==> src/rtl/vram_pkg.sv <==
// Shared VRAM port definitions: word geometry and the burst fetch state encoding.
// Latency: n/a (types and constants only).
// Backpressure: n/a.
package vram_pkg;

    localparam int VRAM_WORD_ADDR_W = 15;
    localparam int VRAM_WORD_W      = 32;

    typedef enum logic [1:0] {
        IDLE  = 2'd0,
        FETCH = 2'd1,
        DRAIN = 2'd2
    } fetch_state_t;

endpackage

==> src/rtl/word_fifo.sv <==
// First-word-fall-through FIFO with occupancy count and synchronous flush.
// Latency: a pushed word is visible at head_dat the cycle after the push.
// Backpressure: push ignored when full, pop ignored when empty; flush beats both.
module word_fifo #(
    parameter int DEPTH = 4,
    parameter int W     = 32,
    localparam int AW   = $clog2(DEPTH),
    localparam int CW   = AW + 1
) (
    input  logic          clk,
    input  logic          rst_n,
    input  logic          flush,
    input  logic          push_vld,
    input  logic [W-1:0]  push_dat,
    input  logic          pop_rdy,
    output logic [W-1:0]  head_dat,
    output logic [CW-1:0] count,
    output logic          empty,
    output logic          full
);

    logic [W-1:0]  mem [DEPTH];
    logic [AW-1:0] wr_ptr;
    logic [AW-1:0] rd_ptr;
    logic          push_en;
    logic          pop_en;

    assign empty    = (count == '0);
    assign full     = (count == CW'(DEPTH));
    assign push_en  = push_vld && !full && !flush;
    assign pop_en   = pop_rdy && !empty && !flush;
    // Head is forced to zero when empty so stale words never leak downstream.
    assign head_dat = empty ? '0 : mem[rd_ptr];

    always_ff @(posedge clk) begin
        if (push_en) begin
            mem[wr_ptr] <= push_dat;
        end
    end

    always_ff @(posedge clk or negedge rst_n) begin
        if (!rst_n) begin
            wr_ptr <= '0;
            rd_ptr <= '0;
            count  <= '0;
        end else if (flush) begin
            wr_ptr <= '0;
            rd_ptr <= '0;
            count  <= '0;
        end else begin
            if (push_en) begin
                wr_ptr <= wr_ptr + AW'(1);
            end
            if (pop_en) begin
                rd_ptr <= rd_ptr + AW'(1);
            end
            case ({push_en, pop_en})
                2'b10:   count <= count + CW'(1);
                2'b01:   count <= count - CW'(1);
                default: count <= count;
            endcase
        end
    end

endmodule

==> src/rtl/vram_word_fetcher.sv <==
// Burst reader for one read-only VRAM arbiter port, feeding a valid/ready word stream.
// Latency: first strobe the cycle after start; word at out_data the cycle after its ack.
// Backpressure: strobe withheld unless the FIFO has a slot for every outstanding ack.
module vram_word_fetcher
    import vram_pkg::*;
#(
    parameter int DEPTH = 4,
    parameter int LEN_W = 8
) (
    input  logic                        clk,
    input  logic                        rst_n,
    input  logic                        start,
    input  logic [VRAM_WORD_ADDR_W-1:0] start_addr,
    input  logic [LEN_W-1:0]            word_count,
    input  logic                        abort,
    output logic                        busy,
    output logic                        done,
    output logic [VRAM_WORD_ADDR_W-1:0] bus_addr,
    output logic                        bus_strobe,
    input  logic                        bus_ack,
    input  logic [VRAM_WORD_W-1:0]      bus_rddata,
    output logic [VRAM_WORD_W-1:0]      out_data,
    output logic                        out_valid,
    input  logic                        out_ready
);

    localparam int CW = $clog2(DEPTH) + 1;

    fetch_state_t                state;
    fetch_state_t                state_nxt;
    logic                        done_nxt;
    logic [VRAM_WORD_ADDR_W-1:0] base;
    logic [LEN_W-1:0]            len;
    logic [LEN_W-1:0]            acked;
    logic [LEN_W:0]              acked_inc;
    logic                        ack_vld;
    logic                        abort_vld;
    logic                        start_ld;
    logic                        fifo_push;
    logic                        fifo_full;
    logic                        fifo_empty;
    logic [CW-1:0]               fifo_count;
    logic                        fifo_room_ok;
    logic                        last_pop;

    // Acks only mean something while fetching; anything else is a stale grant.
    assign ack_vld   = bus_ack && (state == FETCH);
    assign abort_vld = abort && (state != IDLE);
    assign start_ld  = (state == IDLE) && start && !abort && (word_count != '0);
    assign fifo_push = ack_vld && !abort_vld;

    // The ack cycle already advances address and room so the same word is not re-granted.
    assign acked_inc    = {1'b0, acked} + {{LEN_W{1'b0}}, ack_vld};
    assign fifo_room_ok = ({1'b0, fifo_count} + {{CW{1'b0}}, ack_vld} + (CW+1)'(1))
                          <= (CW+1)'(DEPTH);

    assign bus_addr   = base + VRAM_WORD_ADDR_W'(acked_inc);
    assign bus_strobe = (state == FETCH) && !abort && (acked_inc < {1'b0, len}) && fifo_room_ok;

    assign busy      = (state != IDLE);
    assign out_valid = !fifo_empty;
    assign last_pop  = out_ready && (fifo_count == CW'(1)) && !fifo_push;

    always_comb begin
        state_nxt = state;
        done_nxt  = 1'b0;
        case (state)
            IDLE: begin
                if (start && !abort) begin
                    if (word_count == '0) begin
                        done_nxt = 1'b1;
                    end else begin
                        state_nxt = FETCH;
                    end
                end
            end
            FETCH: begin
                if (abort) begin
                    state_nxt = IDLE;
                    done_nxt  = 1'b1;
                end else if (acked == len) begin
                    // Last word may already be popped in the cycle its count lands.
                    if (last_pop) begin
                        state_nxt = IDLE;
                        done_nxt  = 1'b1;
                    end else begin
                        state_nxt = DRAIN;
                    end
                end
            end
            DRAIN: begin
                if (abort || last_pop) begin
                    state_nxt = IDLE;
                    done_nxt  = 1'b1;
                end
            end
            default: begin
                state_nxt = IDLE;
            end
        endcase
    end

    always_ff @(posedge clk or negedge rst_n) begin
        if (!rst_n) begin
            state <= IDLE;
            done  <= 1'b0;
        end else begin
            state <= state_nxt;
            done  <= done_nxt;
        end
    end

    always_ff @(posedge clk or negedge rst_n) begin
        if (!rst_n) begin
            base  <= '0;
            len   <= '0;
            acked <= '0;
        end else if (start_ld) begin
            base  <= start_addr;
            len   <= word_count;
            acked <= '0;
        end else if (fifo_push) begin
            acked <= acked + LEN_W'(1);
        end
    end

    word_fifo #(
        .DEPTH (DEPTH),
        .W     (VRAM_WORD_W)
    ) u_fifo (
        .clk      (clk),
        .rst_n    (rst_n),
        .flush    (abort_vld),
        .push_vld (fifo_push),
        .push_dat (bus_rddata),
        .pop_rdy  (out_ready),
        .head_dat (out_data),
        .count    (fifo_count),
        .empty    (fifo_empty),
        .full     (fifo_full)
    );

endmodule

==> config.mk <==
export PLATFORM = sky130hd
export DESIGN_NAME = vram_word_fetcher
export DESIGN_NICKNAME = d
export VERILOG_FILES = /design/src/rtl/vram_pkg.sv /design/src/rtl/word_fifo.sv /design/src/rtl/vram_word_fetcher.sv
export SDC_FILE = /design/constraint.sdc
export NUM_CORES = 1
export LEC_CHECK = 0
export BUFFER_PORTS_ARGS = -buffer_cell sky130_fd_sc_hd__buf_2
export CAP_MARGIN = 30
export CORE_MARGIN = 2
export CORE_UTILIZATION = 41
export CTS_CLUSTER_SIZE = 16
export DETAILED_ROUTE_END_ITERATION = 7
export PLACE_DENSITY = 0.75
export REMOVE_ABC_BUFFERS = 1
export SLEW_MARGIN = 20
export SYNTH_ARGS = -nofsm -noshare
export SYNTH_HDL_FRONTEND = slang
export SYNTH_SLANG_ARGS = --single-unit
==> constraint.sdc <==
create_clock -name clk -period 2.9 [get_ports clk]
set_input_delay 0.435 -clock clk [delete_from_list [all_inputs] [get_ports clk]]
set_output_delay 0.435 -clock clk [all_outputs]
set_load 0.05 [all_outputs]
---- Word-level counts from Yosys, hierarchy flattened ----
Memories as Yosys holds them, arrays and structs flattened.
Index checks and enable logic that the tools add are counted.
W data, S select, Z words.
word-level totals
  register bits ........................... 41
  word-level logic and storage cells ...... 88
  bits in latches ......................... 0
  memories kept ........................... 1
  bits in read-only memories .............. 0
  output and inout port bits .............. 51
  RAM bits ................................ 128
memories
  name        depth  width  rd ports  clocked after Yosys merged registers in  write ports  RTL line         text
  u_fifo.mem  4      32     1         0                                        1            word_fifo.sv:22  logic [W-1:0] mem [DEPTH];
cells by class
  reductions and logical operators ........ 32
  magnitude comparators ................... 2
  mux-type cells .......................... 25
  shifts and indexed selects .............. 0
  equal/unequal tests ..................... 11
  add/subtract/negate cells ............... 9
  multiply operators ...................... 0
  bitwise operators ....................... 0
  divide/modulo/power cells ............... 0
operator list
  cell                   count
  $mux W32               1
  $mux W2                10
  $logic_and A1 B1 Y1    16
  $mux W8                2
  $add A15 B9 Y15        1
  $add A8 B1 Y9          1
  $lt A9 B8 Y1           1
  $add A8 B1 Y8 const B  1
  $eq A8 B8 Y1           1
  $logic_not A8 Y1       1
  $mux W1                8
  $reduce_bool A2 Y1     4
  $reduce_bool A8 Y1     1
  $pmux W2 S3            1
  $pmux W3 S2            1
  $logic_not A1 Y1       5
  $add A2 B1 Y2 const B  2
  $add A3 B1 Y4          1
  $add A4 B1 Y4 const B  1
  $eq A2 B1 Y1 const B   2
  $eq A2 B2 Y1 const B   2
  $le A4 B3 Y1 const B   1
  $ne A2 B2 Y1 const B   2
  $reduce_and A4 Y1      1
  12 further kinds       12

---- Logic depth before layout (Yosys ltp) ----
Gate-level depths: netlist of the first run.
  depth in word-level cells ............... 10
  depth in mapped cells ................... 13

---- By module ----
From an unflattened synthesis of the first run, not the netlist that was laid out.
second synthesis, totals
  cells, all modules ...................... 508
  area, all modules ....................... 7792.5 um^2
modules (own cells, without submodules)
  module             area an instance (um^2)  cells an instance  instances
  word_fifo          5439.0                   265                1
  vram_word_fetcher  2353.5                   243                1

---- Worst setup path after synthesis of the first run ----
OpenSTA, ideal clock, no wires.
  path kind ............................... register -> output
  start ................................... register state[1]
  end ..................................... output port bus_strobe
  stages on the path, launching flop included .. 13
  path slack .............................. -909 ps
  path buffers ............................ 0
  arrival ................................. 3374 ps
  path through ............................ dfrtp_1 > and2b_1 > nand2_1 > inv_1 > ha_1 > ha_1 > nand3_1 > xnor2_1 > ha_1 > a21o_1 > a21oi_1 > o2111ai_1 > a311oi_1
between the ends
  cells in the longest elaborated chain, start to end .. 6
ends and longest elaborated chain
  item                                                        RTL line                                          text
  start: declaration                                          vram_word_fetcher.sv:29                           fetch_state_t state;
  start signal: assignment                                    vram_word_fetcher.sv:108                          state <= state_nxt;
  $eq A2 B1 Y1 *                                              vram_word_fetcher.sv:47, vram_word_fetcher.sv:58
  $logic_and A1 B1 Y1                                         vram_word_fetcher.sv:47                           assign ack_vld = bus_ack && (state == FETCH);
  $add A3 B1 Y4 / $add A8 B1 Y9 (equally long branches)       vram_word_fetcher.sv:54, vram_word_fetcher.sv:53
  $add A4 B1 Y4 / $lt A9 B8 Y1 (equally long branches)        vram_word_fetcher.sv:54, vram_word_fetcher.sv:58
  $le A4 B3 Y1 / $logic_and A1 B1 Y1 (equally long branches)  vram_word_fetcher.sv:55, vram_word_fetcher.sv:58
  $logic_and A1 B1 Y1 *                                       vram_word_fetcher.sv:58                           assign bus_strobe = (state == FETCH) && !abort && (acked_inc < {1'b0, len}) && fifo_room_ok;
  end: declaration                                            vram_word_fetcher.sv:19                           output logic bus_strobe,
Mark *: on every way between the ends. The rest lies on a longest branch, timed or not.

---- Worst setup path after layout of the first run ----
  start ................................... register state[1]
  end ..................................... output port bus_addr[13]
between the ends
  cells in the longest elaborated chain, start to end .. 4
ends and longest elaborated chain
  item                 RTL line                 text
  $eq A2 B1 Y1         vram_word_fetcher.sv:47
  $logic_and A1 B1 Y1  vram_word_fetcher.sv:47
  $add A8 B1 Y9        vram_word_fetcher.sv:53  assign acked_inc = {1'b0, acked} + {{LEN_W{1'b0}}, ack_vld};
  $add A15 B9 Y15      vram_word_fetcher.sv:57  assign bus_addr = base + VRAM_WORD_ADDR_W'(acked_inc);
  end: declaration     vram_word_fetcher.sv:18  output logic [VRAM_WORD_ADDR_W-1:0] bus_addr,
Every way passes these cells.

==> impl_metrics.tcl, run 1 <==
set metrics [dict create \
    syn-instance-count 504 \
    tritoncts "built" \
    grt_pass1_wl_um 26500 \
    drv_cap 0 \
    drive_gt1_share_pct 42.9 \
    cts_buffer_depth 2 \
    finalHoldViolCount 0 \
    tightest_slew_ps 516 \
    use_met3_pct 5.30 \
    synth_seq_area_share_pct 63.0 \
    ant_nets 0 \
    cts_made_buffers 17 \
    tns_ps -8080 \
    synth.avg_cell_area_um2 15.3 \
    grt_pass1_vias 5215 \
    synth-seq-cells 169 \
    setup_viol 14 \
    cpMostUsedCell "ha_4" \
    cpPeakStageDelay_ps 370 \
    viasPerCell 5.23 \
    clock-sinks 169 \
    ys.flop_type "edfxtp_1" \
    hp-class "input port to register" \
    synth_edf_count 128 \
    fin_hold_ws_ps 225 \
    pwr_density_cell_mw_per_mm2 971 \
    reg2reg_depth 8 \
    netlist_area_mm2 0.00773 \
    wl_per_cell_um 18.6 \
    use_met2_pct 30.1 \
    clock_latency_ps 420 \
    die-area_mm2 0.0200 \
    start_util_pct 41.6 \
    final.period_utilization_pct 125 \
    r2r_slack_ps 530 \
    power_uw 9600 \
    yosysWarnings 0 \
    drt_iter0_drc 294 \
    antenna_found_initial 2 \
    grtUsageTotal_pct 17.2 \
    final_cell_mix "128 x edfxtp_1, 96 x buf_2, 58 x buf_4, 40 x dfrtp_1, 33 x and2_1" \
    maxSlewViolCount 0 \
    die_w_um 141 \
    whs_path_depth 1 \
    worst_path_max_delay_cell "dfrtp_1" \
    crit_family "simple AND/OR/NAND/NOR gates" \
    p_leak_uw 0.00395 \
    rows 50 \
    fin_area_mm2 0.00989 \
    fin_nets 759 \
    yosysUniqueCellTypes 48 \
    dr.pass1.iters 4 \
    path_depth 15 \
    crit_buf_inv 3 \
    worstPathCellList "and2b_1, nand2_2, inv_2, ha_4, ha_4, buf_4, nand3_4, xnor2_4, ha_4, a21o_1, nand3_1, and2_2, a21oi_4, xor2_1, buf_4" \
    ir_drop_mv 0.924 \
    grt_max_degree 42 \
    fillers 1470 \
    drcViolationCount 0 \
    critPathRequiredTime_ps 2470 \
    cts_root_buf "clkbuf_16" \
    detailed_place_hpwl_um 11000 \
    crit_path_end_kind "output port" \
    startpoint_type "register" \
    io_pins 112 \
    max_slew_margin_pct 65.5 \
    violations "setup timing" \
    crit_fanout 4 \
    drt_wl_total_um 17000 \
    setup_slack_ps -728 \
    area_growth_pct 27.9 \
    critPathKind "register to output port" \
    busiest_layer "met2" \
    overflow 0 \
    fin_crit_ps 3630 \
    fmaxAchievable_mhz 276 \
    finClkSkew_ps 5.54 \
    core-area_mm2 0.0186 \
    post_dp_cell_area_mm2 0.00884 \
    yosysTopAreaCell "edfxtp_1" \
    synth_area_leaders "edfxtp_1 50%, dfrtp_1 13%, mux4_2 9.3%" \
    fp.dieH_um 141 \
    gp_routability_congestion 0.814 \
    rsz0062_at_grt "true" \
    htreeDepth 4 \
    async_flop_share_pct 24.3 \
    port_buffers 111 \
    worstPathArrival_ps 3190 \
    vias 4789 \
    synth_top_area_share_pct 49.7 \
    met1_usage_pct 21.0 \
    cts.clk_slew.worst_paths_ps 70 \
    layout_commonest_cell "edfxtp_1" \
    outcome "complete, but fails checks" \
]
[Yosys cell counts, drive strengths merged (3+ instances only)]
master,count
and2,35
mux2,15
nor2b,4
nand2b,4
xnor2,19
nand4,5
mux4,32
a21oi,14
nor2,21
buf,9
nand2,28
o21ai,13
dfrtp,41
clkbuf,13
o2111ai,3
xor2,22
nand3,11
ha,29
and3,9
inv,21
a21o,4
edfxtp,128
[final timing paths]
path                          startpoint               end
min reg2reg                      base[8]           base[8]
min in group asynchronous          rst_n          base[11]
max                             state[1]      bus_addr[13]
max in group asynchronous          rst_n  u_fifo.wr_ptr[0]
min                        bus_rddata[3]  u_fifo.mem[1][3]
max reg2reg                     state[0]          base[14]
[per-layer routing]
layer | part of all wire [%] | up-vias
met5 | 0 | -
met4 | 1.3 | 0
met3 | 7.4 | 20
met2 | 51 | 187
met1 | 40 | 2385
li1 | - | 2197
[metrics by stage]
| stage | setup slack [ps] | std cells | utilization (%) |
|---|---|---|---|
| 2_1_floorplan | -906 | 482 | - |
| 3_3_place_gp | -445 | 875 | 47.6 |
| 3_5_place_dp | -542 | 875 | 47.6 |
| 4_1_cts | -712 | 912 | 52.0 |
| 5_1_grt | -893 | 915 | 53.2 |
| 6_report | -728 | 916 | 53.2 |
[power breakdown]
group	switching (uW)	internal [uW]	leakage, uW
Clock	969	1200	0.000280
Sequential	238	2840	0.00167
Combinational	2740	1610	0.00201
Total	3950	5650	0.00395
[worst reg2reg max path, stage by stage, from the launching register on]
cell     delay [ps]
dfrtp_1         370
buf_4           130
buf_4           140
nor2_2          140
inv_2            70
nor3b_4         440
nor2b_2         230
buf_4           340
mux2_2          390
[flip-flops by register name, indices dropped and copies added (netlist names)]
signal / flops
u_fifo.mem: 128
base: 15
acked: 8
len: 8
u_fifo.count: 3
state: 2
u_fifo.rd_ptr: 2
u_fifo.wr_ptr: 2
done: 1
[layout make-up]
cell class	count	area, um2	share of cell area, %
antenna	1	2.50	0.0253
sequential	169	4870	49.3
inverter	21	78.8	0.797
clock inverter	15	139	1.40
multi-input combinational	292	3000	30.3
clock buffer	17	425	4.30
timing repair buffer	167	1080	10.9
tap	234	293	2.96
[logic make-up after synthesis]
| logic type | count (synthesis) | synth area share [%] |
|---|---|---|
| DFF | 169 | 63.0 |
| AOI/OAI and AO/OA | 44 | 3.45 |
| adders and majority gates | 32 | 5.21 |
| muxes | 47 | 12.1 |
| xor gates and xnor gates | 41 | 4.65 |
| and+or+nand+nor | 128 | 8.94 |
| buffers and inverters | 43 | 2.59 |
[repair_timing]
item | in CTS | in global routing
pin swaps | 24 | 22
hold endpoints to repair | 0 | 15
hold buffers | 0 | 1
setup endpoints to repair | 15 | 39
buffers inserted | 5 | 1
gates resized for setup | 52 | 32
Note: power is estimated with default switching activity, not from simulation.
==> run 2, diff against run 1 <==
--- a/config.mk
+++ b/config.mk
@@ -5,12 +5,13 @@
 export SDC_FILE = /design/constraint.sdc
 export NUM_CORES = 1
 export LEC_CHECK = 0
-export BUFFER_PORTS_ARGS = -buffer_cell sky130_fd_sc_hd__buf_2
+export BUFFER_PORTS_ARGS = -buffer_cell sky130_fd_sc_hd__buf_4
 export CAP_MARGIN = 30
 export CORE_MARGIN = 2
 export CORE_UTILIZATION = 41
 export CTS_CLUSTER_SIZE = 16
 export DETAILED_ROUTE_END_ITERATION = 7
+export GPL_TIMING_DRIVEN = 0
 export PLACE_DENSITY = 0.75
 export REMOVE_ABC_BUFFERS = 1
 export SLEW_MARGIN = 20
==> impl_metrics.tcl, run 2 (synthesis gave the netlist of run 1 again) <==
set metrics [dict create \
    gp_routability_congestion 0.819 \
    final_util_pct 53.6 \
    crit_fanout 5 \
    regMostFlops "u_fifo.mem" \
    grt_pass1_wl_um 25300 \
    cts.clk_slew.worst_paths_ps 60 \
    pwr_density_cell_mw_per_mm2 971 \
    drt_wl_total_um 16400 \
    layout_commonest_cell "edfxtp_1" \
    reg_top3 "u_fifo.mem x128, base x15" \
    io_pins 112 \
    cts_root_buf "clkbuf_16" \
    ctsHoldBuffers 0 \
    maxSlewViolCount 0 \
    max_slew_margin_pct 53.3 \
    tritoncts "built" \
    startpoint_type "register" \
    fin_crit_ps 3640 \
    cts_buffer_depth 2 \
    finalHoldViolCount 1 \
    drt_iter0_drc 278 \
    outcome "complete, but fails checks" \
    vias 4696 \
    crit_path_end_kind "output port" \
    setup_viol 14 \
    grt_max_degree 42 \
    clock-sinks 169 \
    power_uw 9670 \
    worstPathArrival_ps 3200 \
    register_area_mm2 0.00488 \
    post_dp_cell_area_mm2 0.00889 \
    grtUsageTotal_pct 16.5 \
    ant_nets 0 \
    tns_ps -7940 \
    final_cell_mix "128 x edfxtp_1, 121 x buf_4, 34 x dfrtp_1, 33 x and2_1, 32 x mux4_2" \
    port_buffers 111 \
    largest_register_ffs 128 \
    fmaxAchievable_mhz 275 \
    cts_made_buffers 17 \
    rsz0062_at_grt "true" \
    violations "hold timing, setup timing" \
    detailed_place_hpwl_um 10500 \
    rows 50 \
    clock_latency_ps 420 \
    htreeDepth 4 \
    die_w_um 141 \
    start_util_pct 41.6 \
    final.period_utilization_pct 125 \
    fin_area_mm2 0.00995 \
    drcViolationCount 0 \
    n_antenna_cell 0 \
    fin_hold_ws_ps -0.227 \
    critPathKind "register to output port" \
    fin_nets 726 \
    setup_slack_ps -739 \
    hp-class "input port to asynchronous set/reset pin" \
    tightest_slew_ps 700 \
    viasPerCell 5.34 \
    area_growth_pct 28.8 \
    fp.dieH_um 141 \
    antenna_found_initial 0 \
    ir_drop_mv 0.729 \
    overflow 0 \
    core-area_mm2 0.0186 \
    die-area_mm2 0.0200 \
    multi_input_area_mm2 0.00302 \
    dr.pass1.iters 4 \
    fillers 1472 \
    drive_gt1_share_pct 42.3 \
    drv_cap 0 \
    critPathRequiredTime_ps 2470 \
    wl_per_cell_um 18.7 \
    p_leak_uw 0.00386 \
    grt_pass1_vias 4864 \
    finClkSkew_ps 6.83 \
]
## run 2: layout make-up
type,instances,area share [%]
clock inverter,12,1.19
multi-input combinational,292,30.4
clock buffer,18,4.31
timing repair buffer,134,11.4
sequential,169,49.0
tap,234,2.94
inverter,21,0.792
## run 2: through the flow
stage	cells	setup WS (ps)
2_1_floorplan	482	-906
3_3_place_gp	827	-940
3_5_place_dp	833	-888
4_1_cts	876	-663
5_1_grt	880	-868
6_report	880	-739
## run 2: where the power goes
| part | switching (uW) | internal, uW |
|---|---|---|
| combinational | 2610 | 1720 |
| clock | 948 | 1190 |
| sequential | 358 | 2840 |
| total | 3920 | 5750 |
## run 2: worst max-delay path: stages, from the launching register on
cell and delay, ps:
dfrtp_2 400, and2b_1 220, nand2_2 80, inv_2 70, ha_4 140, ha_4 180
nand3_2 100, xnor2_2 170, buf_4 160, ha_4 290, nand3_2 130, nor2_2 190
o21ai_4 100, a21oi_2 150, xor2_1 180, buf_4 220
## run 2: path summary, 6_finish.rpt
check | startpoint | endpoint | slack [ps] | cells past startpoint
max | state[1] | bus_addr[11] | -740 | 15
min | rst_n | len[0] | -0.2 | 1
max reg2reg | state[1] | base[14] | 460 | 7
min reg2reg | base[7] | base[7] | 530 | 1
max in group asynchronous | rst_n | u_fifo.rd_ptr[0] | 2490 | 1
min in group clk | bus_rddata[16] | u_fifo.mem[3][16] | 210 | 1
## run 2: per-layer routing
metal	GRT usage (%)	vias up	routed length (um)	part of all wire [%]
met4	4.74	0	250	1.5
met1	20.7	2362	7040	43
met2	27.5	174	8170	50
met3	5.40	28	981	6.0
met5	0	-	0	0
li1	-	2132	-	-
## run 2: what timing repair did
item | CTS | global route
pin swaps | 24 | 17
setup buffers | 13 | 4
resized for setup | 50 | 25
endpoints found under the setup margin | 15 | 14
